[src/rtl/leve1_pkg.sv]
// leve1_pkg: shared types and constants for the LEVE1 instruction-fetch stage.
//   if_entry_t      : one buffered fetch result, {pc, instr}
//   LEVE1_RESET_PC  : default PC loaded on reset
`ifndef XLEN
`define XLEN 64
`endif

package leve1_pkg;

    typedef struct packed {
        logic [`XLEN-1:0] pc;
        logic [31:0]      instr;
    } if_entry_t;

    localparam logic [`XLEN-1:0] LEVE1_RESET_PC = 64'h0000_0000_8000_0000;

endpackage

[src/rtl/leve1_if_fifo.sv]
// leve1_if_fifo: DEPTH-entry synchronous FIFO of if_entry_t.
//   clk, rst : clock and synchronous active-high reset
//   push     : write data at the tail
//   data     : entry to write
//   pop      : remove the head entry
//   clear    : empty the FIFO; wins over push and pop
//   full     : DEPTH entries held
//   empty    : no entries held
//   count    : number of entries held
//   head     : oldest entry (undefined while empty)
module leve1_if_fifo
    import leve1_pkg::*;
#(
    parameter int DEPTH = 4
) (
    input  logic                     clk,
    input  logic                     rst,
    input  logic                     push,
    input  if_entry_t                data,
    input  logic                     pop,
    input  logic                     clear,
    output logic                     full,
    output logic                     empty,
    output logic [$clog2(DEPTH):0]   count,
    output if_entry_t                head
);

    localparam int AW = $clog2(DEPTH);
    localparam int CW = AW + 1;

    if_entry_t         mem [DEPTH];
    logic [AW-1:0]     wr_ptr;
    logic [AW-1:0]     rd_ptr;
    logic [CW-1:0]     count_r;
    logic              do_push;
    logic              do_pop;

    assign full    = (count_r == CW'(DEPTH));
    assign empty   = (count_r == '0);
    assign count   = count_r;
    assign head    = mem[rd_ptr];

    // A push into a full FIFO is only legal when the head leaves in the same cycle.
    assign do_push = push && (!full || pop);
    assign do_pop  = pop && !empty;

    always_ff @(posedge clk) begin
        if (rst || clear) begin
            wr_ptr  <= '0;
            rd_ptr  <= '0;
            count_r <= '0;
        end else begin
            if (do_push) wr_ptr <= wr_ptr + 1'b1;
            if (do_pop)  rd_ptr <= rd_ptr + 1'b1;
            case ({do_push, do_pop})
                2'b10:   count_r <= count_r + 1'b1;
                2'b01:   count_r <= count_r - 1'b1;
                default: count_r <= count_r;
            endcase
        end
    end

    // Storage carries data only; occupancy is tracked by the pointers above.
    always_ff @(posedge clk) begin
        if (do_push && !clear && !rst) mem[wr_ptr] <= data;
    end

endmodule

[src/rtl/leve1_if.sv]
// leve1_if: instruction-fetch stage of the LEVE1 pipeline.
// Issues sequential instruction-memory reads under a credit limit of DEPTH
// (buffered + in-flight), buffers returned words with their PCs and presents
// one instruction per cycle downstream.
//   CLK, RST           : clock, synchronous active-high reset
//   IPC_WE, INEXT_PC   : load PC from redirect target (aligned to 4 bytes)
//   IFLASH             : discard buffered and in-flight fetches
//   IMEM_REQ/ADDR/ACK  : read request handshake
//   IMEM_RVALID/RDATA  : in-order read response
//   OVALID/OPC/OINSTR  : presented instruction, IREADY accepts it
module leve1_if
    import leve1_pkg::*;
#(
    parameter logic [`XLEN-1:0] RESET_PC = LEVE1_RESET_PC,
    parameter int               DEPTH    = 4
) (
    input  logic             CLK,
    input  logic             RST,
    input  logic             IPC_WE,
    input  logic [`XLEN-1:0] INEXT_PC,
    input  logic             IFLASH,
    output logic             IMEM_REQ,
    output logic [`XLEN-1:0] IMEM_ADDR,
    input  logic             IMEM_ACK,
    input  logic             IMEM_RVALID,
    input  logic [31:0]      IMEM_RDATA,
    output logic             OVALID,
    input  logic             IREADY,
    output logic [`XLEN-1:0] OPC,
    output logic [31:0]      OINSTR
);

    localparam int CW = $clog2(DEPTH) + 1;

    logic [`XLEN-1:0] pc_r;
    logic [`XLEN-1:0] resp_pc_r;
    logic [`XLEN-1:0] target;
    logic [CW-1:0]    outstanding;
    logic [CW-1:0]    drop;
    logic [CW-1:0]    count;
    logic [CW:0]      inflight;
    logic [CW-1:0]    acc_inc;
    logic [CW-1:0]    rsp_dec;
    logic             accept;
    logic             push;
    logic             pop;
    logic             full;
    logic             empty;
    if_entry_t        head;
    if_entry_t        wentry;

    assign target   = {INEXT_PC[`XLEN-1:2], 2'b00};

    // Buffered plus in-flight words never exceed DEPTH, so a response always has room.
    assign inflight = {1'b0, count} + {1'b0, outstanding};
    assign IMEM_REQ = !RST && !IPC_WE && !IFLASH && (inflight < (CW+1)'(DEPTH));
    assign IMEM_ADDR = pc_r;
    assign accept   = IMEM_REQ && IMEM_ACK;

    assign acc_inc  = {{(CW-1){1'b0}}, accept};
    assign rsp_dec  = {{(CW-1){1'b0}}, IMEM_RVALID};

    // Responses to wrong-path requests (drop>0) and any response in a flush cycle are discarded.
    assign push     = !RST && !IFLASH && IMEM_RVALID && (drop == '0);
    assign pop      = !RST && !IFLASH && OVALID && IREADY;
    assign wentry   = '{pc: resp_pc_r, instr: IMEM_RDATA};

    always_ff @(posedge CLK) begin
        if (RST) begin
            pc_r        <= RESET_PC;
            resp_pc_r   <= RESET_PC;
            outstanding <= '0;
            drop        <= '0;
        end else begin
            outstanding <= outstanding + acc_inc - rsp_dec;

            if (IPC_WE)      pc_r <= target;
            else if (accept) pc_r <= pc_r + `XLEN'(4);

            if (IPC_WE)    resp_pc_r <= target;
            else if (push) resp_pc_r <= resp_pc_r + `XLEN'(4);

            // On flush every request still in flight after this cycle must be dropped.
            if (IFLASH)                        drop <= outstanding - rsp_dec;
            else if (IMEM_RVALID && drop != '0) drop <= drop - 1'b1;
        end
    end

    leve1_if_fifo #(
        .DEPTH (DEPTH)
    ) u_fifo (
        .clk   (CLK),
        .rst   (RST),
        .push  (push),
        .data  (wentry),
        .pop   (pop),
        .clear (IFLASH),
        .full  (full),
        .empty (empty),
        .count (count),
        .head  (head)
    );

    // Head storage is not reset, so outputs are forced to zero while nothing is presented.
    assign OVALID = !empty;
    assign OPC    = empty ? '0 : head.pc;
    assign OINSTR = empty ? '0 : head.instr;

endmodule

[config.mk]
export PLATFORM = sky130hd
export DESIGN_NAME = leve1_if
export DESIGN_NICKNAME = d
export VERILOG_FILES = /design/src/rtl/leve1_pkg.sv /design/src/rtl/leve1_if_fifo.sv /design/src/rtl/leve1_if.sv
export SDC_FILE = /design/constraint.sdc
export NUM_CORES = 1
export LEC_CHECK = 0
export CORE_MARGIN = 4
export CORE_UTILIZATION = 40
export CTS_CLUSTER_SIZE = 24
export DETAILED_ROUTE_END_ITERATION = 8
export SLEW_MARGIN = 20
export SYNTH_ARGS = -nofsm -noshare
export SYNTH_HDL_FRONTEND = slang
export SYNTH_HIERARCHICAL = 1
export SYNTH_SLANG_ARGS = --single-unit
[constraint.sdc]
create_clock -name CLK -period 6.68 [get_ports CLK]
set_input_delay 0.668 -clock CLK [delete_from_list [all_inputs] [get_ports CLK]]
set_output_delay 0.668 -clock CLK [all_outputs]
set_load 0.01 [all_outputs]
# Word-level counts from Yosys, hierarchy flattened
# Memories as Yosys holds them, arrays and structs flattened. A register that Yosys moved wholly into a read port is not among the register bits.
# Index checks and enable logic that the tools add are counted.
# Widths: inputs -> output; s select.
# word_totals
regBits	141
ram_bits	384
in_bits	103
out_inout_bits	162
word_cells	67
mem_count	1
# op_classes
n_addsub	11
n_lt_le_gt_ge	1
n_eq_ne	3
muxes	13
reduce_logical	29
# mem_list
memory	depth	word_bits	read_ports	rd_ports_with_merged_regs	wr	line	source
u_fifo.mem	4	96	1	1	1	leve1_if_fifo.sv:31	if_entry_t mem [DEPTH];
# ops
operator	count
$mux 64	5
$add 64x3->64 const B	2
$mux 32	1
$logic_and 1x1->1	14
$reduce_bool 2->1	4
$logic_not 3->1	2
$mux 3	2
$pmux 3 s2	1
$sub 3x1->3	2
$sub 3x1->3 const B	2
$logic_not 1->1	5
$add 2x1->2 const B	2
$add 3x3->4	1
$lt 4x3->1 const B	1
$mux 2	2
$add 3x1->3	1
$add 3x1->3 const B	1
$eq 3x3->1 const B	1
$reduce_bool 3->1	1
$eq 2x1->1 const B	1
$eq 2x2->1 const B	1
$logic_or 1x1->1	2
$mux 1	2
$reduce_or 2->1	1

# Depth between registers and ports, before layout
# Gate-level depths: netlist of the first run.
# logic_depth
depth_word	10
mapped_depth	14
mapped_depth_nobuf	12

# Modules after synthesis
# Netlist of the first run, hierarchy kept.
# by_module_without_submodules
module	instances	cells_per_inst	area_per_inst_um2	seq_area_each_um2
leve1_if_fifo	1	557	14327.5	11711.2
leve1_if	1	1044	8076.5	2602.5

# Worst setup path after synthesis of the first run
# OpenSTA, ideal clock, no wires.
# synth_path
path_type	input port to flip-flop
startpoint	input RST
endpoint	memory u_fifo/mem[0][0] in the netlist's numbering, enable pin
setup_ns	0.412
arrival_time_ns	3.134
required_time_ns	6.268
setup_slack_ns	3.134
path_stages	6
path_buffers	2
path_cell_list	clkbuf_1 > clkbuf_1 > nor4b_1 > or4b_4 > and2_4 > and3_2
# synth_via
elab_chain_len	10
word_cells_on_any_way	12
classes_between	2 x mux; 10 x reduce/logical
# synth_lines
element	line	source
start: declaration	leve1_if.sv:18	input logic RST,
$logic_not 1->1	leve1_if.sv:65	assign pop = !RST && !IFLASH && OVALID && IREADY;
$logic_and 1x1->1 (3 in series)	leve1_if.sv:65	
named net pop	leve1_if.sv:46	logic pop;
$logic_or 1x1->1	leve1_if_fifo.sv:44	assign do_push = push && (!full || pop);
$logic_and 1x1->1	leve1_if_fifo.sv:44	
$logic_and 1x1->1 (2 in series)	leve1_if_fifo.sv:65	if (do_push && !clear && !rst) mem[wr_ptr] <= data;
$mux 1	leve1_if_fifo.sv:65	
$mux 1 (implied by the code)	leve1_if_fifo.sv:65	
end: declaration	leve1_if_fifo.sv:31	
# The timed path passes the listed nets, and every way through them passes these cells.

==> flow_summary.toml, run 1 <==
[timing]
grt_setup_unrepaired = "false"
hold_viol_final = 0
setup_tns_ns = 0
setup_viol = 0
slew_violations = 0
period_minus_slack_ns = 4.087
tightest_slew_ns = 1.199
finalClockSkew_ns = 0.03535
hold_ws_ns = 0.4799
max_slew_margin_pct = 19.79
finalCritPeriodShare_pct = 61.18
max_freq_ghz = 0.2447

[cts]
cts.reportedPaths.clkPinSlew_ns = 0.06
postCtsSetupRepairBufs = 0
clock_tree.buffer_depth = 3
cts_resized = 0
cts.sinks = 523
clk_latency_ns = 0.62
hold_buffers = 0
cts_tree = "built"
cts-root-buf = "clkbuf_16"
htreeDepth = 2
cts_made_buffers = 56

[power]
switching_share_pct = 22.15
cellPowerDensity_nw_per_um2 = 255.6
p_int_mw = 5.476
seqPwrFrac_pct = 51.9
p_comb_share_pct = 5.8
pwr-share-clk_pct = 42.2
p_switching_mw = 1.558
power_leakage_nw = 8.710
ir_drop_mv = 0.1944

[critical_path]
endpoint_kind = "output port"
critPathLaunchType = "flop"
cp_slowest_cell = "dfxtp_4"
path_delay_family = "buffers and inverters"
critPathBufInv = 2
crit_fanout = 50
reg2reg_depth = 7
r2r-start = "drop[0]$_SDFFE_PP0P_"
cp.required_ns = 6.01
max_stage_delay_ns = 0.93
reg2reg_to = "u_fifo/mem[3][39]$_DFFE_PP_"
cp.arrival_ns = 3.42
crit_type = "reg -> out"
rrSetupSlack_ns = 3.13
crit_chain = "buf_4, mux4_2, nor2b_1, clkdlybuf4s50_1"

[min_path]
worstHoldPathCells = 2
hp-class = "reg -> reg"
min-delay-start = "u_fifo/rd_ptr[0]$_SDFFE_PP0P_"

[final_layout]
syn2layout_area_growth_pct = 22.86
postLayoutCoreUtil_pct = 49.75
nNetsFinal = 1982
drive_gt1_share_pct = 11.80
stdcell_count = 2656

[synth]
yosysWarnings = 6
syn_inst = 1600
syn-cell-area_um2 = 22400
avgSynthCellArea_um2 = 14.00

[run_status]
status = "finished clean"

[placement]
port-buffer-count = 260
dp.cells = 2552
hpwl_um = 40580
gp_congestion = 0.8792

[floorplan]
die_area_um2 = 59840
dieHeight_um = 244.6
floorplan.initialDensity_pct = 40.50
rows = 86
pin_count = 265
core_area_um2 = 55310
fp.dieW_um = 244.6

[global_route]
grt-ovfl-total = 0
grt_pass1_wl_um = 92320
antenna_found_initial = 3
grt_max_degree = 79
grt_usage_pct = 20.21
first_global_vias = 14681

[drt]
final_antenna_net_count = 0
remaining_drc_errors = 0
drt-wirelength-per-cell_um = 23.07
vias_per_cell = 5.466
drt_iter0_markers = 1083
first_pass_iters = 5
dr_total_vias = 14519
routed_wirelength_um = 61280

[run]
max_cap_viol_count = 0
per-stage QoR:
| stage | setup slack (ns) | cell area [µm²] | power (mW) |
|---|---|---|---|
| floorplan | 3.134 | 22430 | 3.888 |
| global route | 2.393 | 27520 | 7.295 |
| CTS | 2.469 | 27510 | 7.114 |
| global placement | 2.353 | 25770 | 4.120 |
| finish | 2.593 | 27520 | 7.034 |
| detailed placement | 2.337 | 25770 | 4.130 |
worst max-delay path by stage:
stage                     start                          end  cells after the start
floorplan                   RST   u_fifo/mem[0][0]$_DFFE_PP_                      6
global placement    IMEM_RVALID  u_fifo/mem[3][42]$_DFFE_PP_                      6
detailed placement  IMEM_RVALID  u_fifo/mem[3][42]$_DFFE_PP_                      6
CTS                        flop                       OPC[4]                      4
global route               flop                      OPC[24]                      4
finish                     flop                       OPC[4]                      4
power by group through the flow:
| stage | Clock, mW | Sequential [mW] | Combinational, mW |
|---|---|---|---|
| global route | 3.18 | 3.66 | 0.452 |
| finish | 2.97 | 3.65 | 0.410 |
| CTS | 3.05 | 3.65 | 0.413 |
| floorplan | 0 | 3.70 | 0.191 |
| detailed placement | 0 | 3.72 | 0.411 |
| global placement | 0 | 3.71 | 0.406 |
cell type report:
class / instances / area [µm²]
diodes: 2 / 5.005
clock buffers: 74 / 1499
clock inverters: 28 / 246.5
fillers: 4797 / 27790
inverters: 41 / 156.4
multi-input cells: 960 / 7596
flip-flops and latches: 523 / 14320
well taps: 748 / 935.9
repair buffers: 280 / 2758
worst min-delay path, stage by stage, from the launching register on:
cell and delay (ns):
dfxtp_1 0.32, nand2_1 0.07, o21ai_0 0.06
per-layer routing:
metal	GRT usage, %	share of wire (%)	vias up
met4	4.967	2.3	4
met3	5.976	7.7	89
met5	0	0.038	-
met1	28.18	45	7344
li1	-	-	6622
met2	31.41	45	460
placed cells by master (no fill, tap or decap), drive strengths merged, types with 17 or more instances in the layout:
cell / n
nand3: 67
buf: 22
inv: 42
and4: 17
a211oi: 25
o21ai: 34
clkbuf: 74
and3: 26
a21boi: 27
nand4: 33
xor2: 39
clkdlybuf4s50: 258
nand2: 81
nor2: 98
clkinv: 22
a21oi: 60
nor3: 35
xnor2: 48
nor2b: 100
dfxtp: 139
mux4: 96
edfxtp: 384
state kept, by name, summed over array words and instances, names as in the netlist, named ones only:
signal	count
u_fifo/mem	384
IMEM_ADDR	62
resp_pc_r	62
drop	3
outstanding	3
u_fifo/count	3
u_fifo/rd_ptr	2
u_fifo/wr_ptr	2
Power figures use the tool's default switching activity.
==> inputs of run 2 (changes only) <==
- clock period: 6.68 -> 3.3 ns (I/O delays scaled with it)
==> run 2 against run 1 <==
  * Die area stayed put
  * Worst setup slack worse by 2.4 ns
  * Global-route usage is 0.23 points lower
  * Clock-buffer cell count is 8 lower
  * Register-to-register slack worse by 2.7 ns
  * Non-clock buffer count is 27 higher
  * Wire length is 0.87% lower
  * Sequential power is 100% higher
  * Total power is 110% higher
  * Flip-flop and latch count stayed put
  * Clock power is 110% higher
  * Core utilization is 0.93 points higher
  * Critical endpoint unchanged
==> flow_summary.toml, run 2 (same netlist as run 1, synthesis figures left out) <==
[cts]
cts.sinks = 523
clock_tree.buffer_depth = 3
cts_tree = "built"
htreeDepth = 2
cts.reportedPaths.clkPinSlew_ns = 0.06
cts_made_buffers = 54
clk_latency_ns = 0.60
cts-root-buf = "clkbuf_16"
postCtsSetupRepairBufs = 0

[final_layout]
postLayoutCoreUtil_pct = 50.68
diodes = 0
regMostFlops = "u_fifo/mem"
final_common_cell = "edfxtp_1"
multiInputGateArea_um2 = 7602
fill_cells = 4792
drive_gt1_share_pct = 13.46
nNetsFinal = 2007
final-seq-area_um2 = 14320
final_cell_mix = "384 x edfxtp_1, 258 x clkdlybuf4s50_1, 137 x dfxtp_1, 100 x nor2b_1, 98 x nor2_1"
syn2layout_area_growth_pct = 25.14
largest_register_ffs = 384

[global_route]
grt_max_degree = 65
grt_usage_pct = 19.97
grt_pass1_wl_um = 91750
antenna_found_initial = 1
first_global_vias = 14529
grt-ovfl-total = 0

[critical_path]
endpoint_kind = "output port"
crit_type = "reg -> out"
max_stage_delay_ns = 0.60
crit_chain = "buf_4, mux4_2, nor2b_1, clkdlybuf4s50_1"
crit_fanout = 12
path_delay_family = "buffers and inverters"
cp.arrival_ns = 2.79
cp.required_ns = 2.97
critPathLaunchType = "flop"
cp_slowest_cell = "mux4_2"
critPathBufInv = 2

[timing]
setup_tns_ns = 0
max_freq_ghz = 0.3204
max_slew_margin_pct = 25.13
finalCritPeriodShare_pct = 94.56
hold_ws_ns = 0.2173
tightest_slew_ns = 1.119
finalClockSkew_ns = 0.02683
layout_setup_ws_ns = 0.1794
setup_viol = 0
grt_setup_unrepaired = "false"
hold_viol_final = 0
period_minus_slack_ns = 3.121
slew_violations = 0

[power]
power_mw = 14.52
cellPowerDensity_nw_per_um2 = 518.1
power_leakage_nw = 8.938
ir_drop_mv = 0.3798

[floorplan]
rows = 86
pin_count = 265
die_area_um2 = 59840
floorplan.initialDensity_pct = 40.50
dieHeight_um = 244.6
fp.dieW_um = 244.6
core_area_um2 = 55310

[min_path]
hp-class = "in -> reg"

[drt]
routed_wirelength_um = 60750
remaining_drc_errors = 0
drt_iter0_markers = 1382
final_antenna_net_count = 0
vias_per_cell = 5.477
dr_total_vias = 14679
first_pass_iters = 5
drt-wirelength-per-cell_um = 22.67

[placement]
post-place-ws_ns = 0.2538
hpwl_um = 41650
gp_congestion = 0.8574
port-buffer-count = 260

[run]
max_cap_viol_count = 0

[run_status]
status = "finished clean"
-- run 2: cell count changes in the layout (fill, tap and decap cells not counted), sizes merged --
cell	delta
clkbuf	-8
inv	+2
bufinv	+4
buf	+27
diode	-2
clkinv	-3
clkinvlp	+4
-- run 2: worst paths after layout --
check | depth (start not counted) | slack (ns) | end | start
setup / recovery | 4 | 0.18 | OPC[4] | flop
hold / removal | 3 | 0.22 | drop[2]$_SDFFE_PP0P_ | RST
setup reg to reg | 11 | 0.46 | u_fifo/count[2]$_SDFFE_PP0P_ | u_fifo/count[1]$_SDFFE_PP0P_
hold reg to reg | 2 | 0.47 | flop | u_fifo/rd_ptr[0]$_SDFFE_PP0P_
-- run 2: layout make-up --
class	instances	share of cell area, %
Clock buffer	66	5.165
Clock inverter	35	1.406
Inverter	41	0.5580
Multi-Input combinational cell	960	27.12
Sequential cell	523	51.09
Tap cell	748	3.339
Timing Repair Buffer	307	11.32
-- run 2: routing by layer --
metal	global-route usage, %	share of wire, %
met1	29.09	45
met2	30.55	45
met3	4.719	7.7
met4	4.883	2.2
met5	0	0.020
-- run 2: repair_timing --
item,CTS,global route
gates resized for setup,1,3
hold buffers,0,0
endpoints found under the setup margin,61,61
-- run 2: worst register-to-register path: stages, from the launching register on --
cell and delay (ns):
dfxtp_1 0.38, nor3_4 0.23, nor4b_1 0.12, or4b_4 0.52, and2_4 0.21, inv_1 0.06, ha_1 0.18, inv_1 0.07
fa_1 0.39, xor2_1 0.17, or3_1 0.32, a21oi_1 0.14
-- run 2: power breakdown --
part,internal (mW),switching (mW)
logic,0.418,0.436
registers,7.19,0.204
clock network,3.75,2.52
total,11.4,3.16
-- run 2: metrics by stage --
step,area (µm²),instances
after CTS,28020,2680
after global routing,28030,2680
after global placement,26180,2579
after floorplan,22440,1609
after detailed placement,26180,2579
final,28030,2680
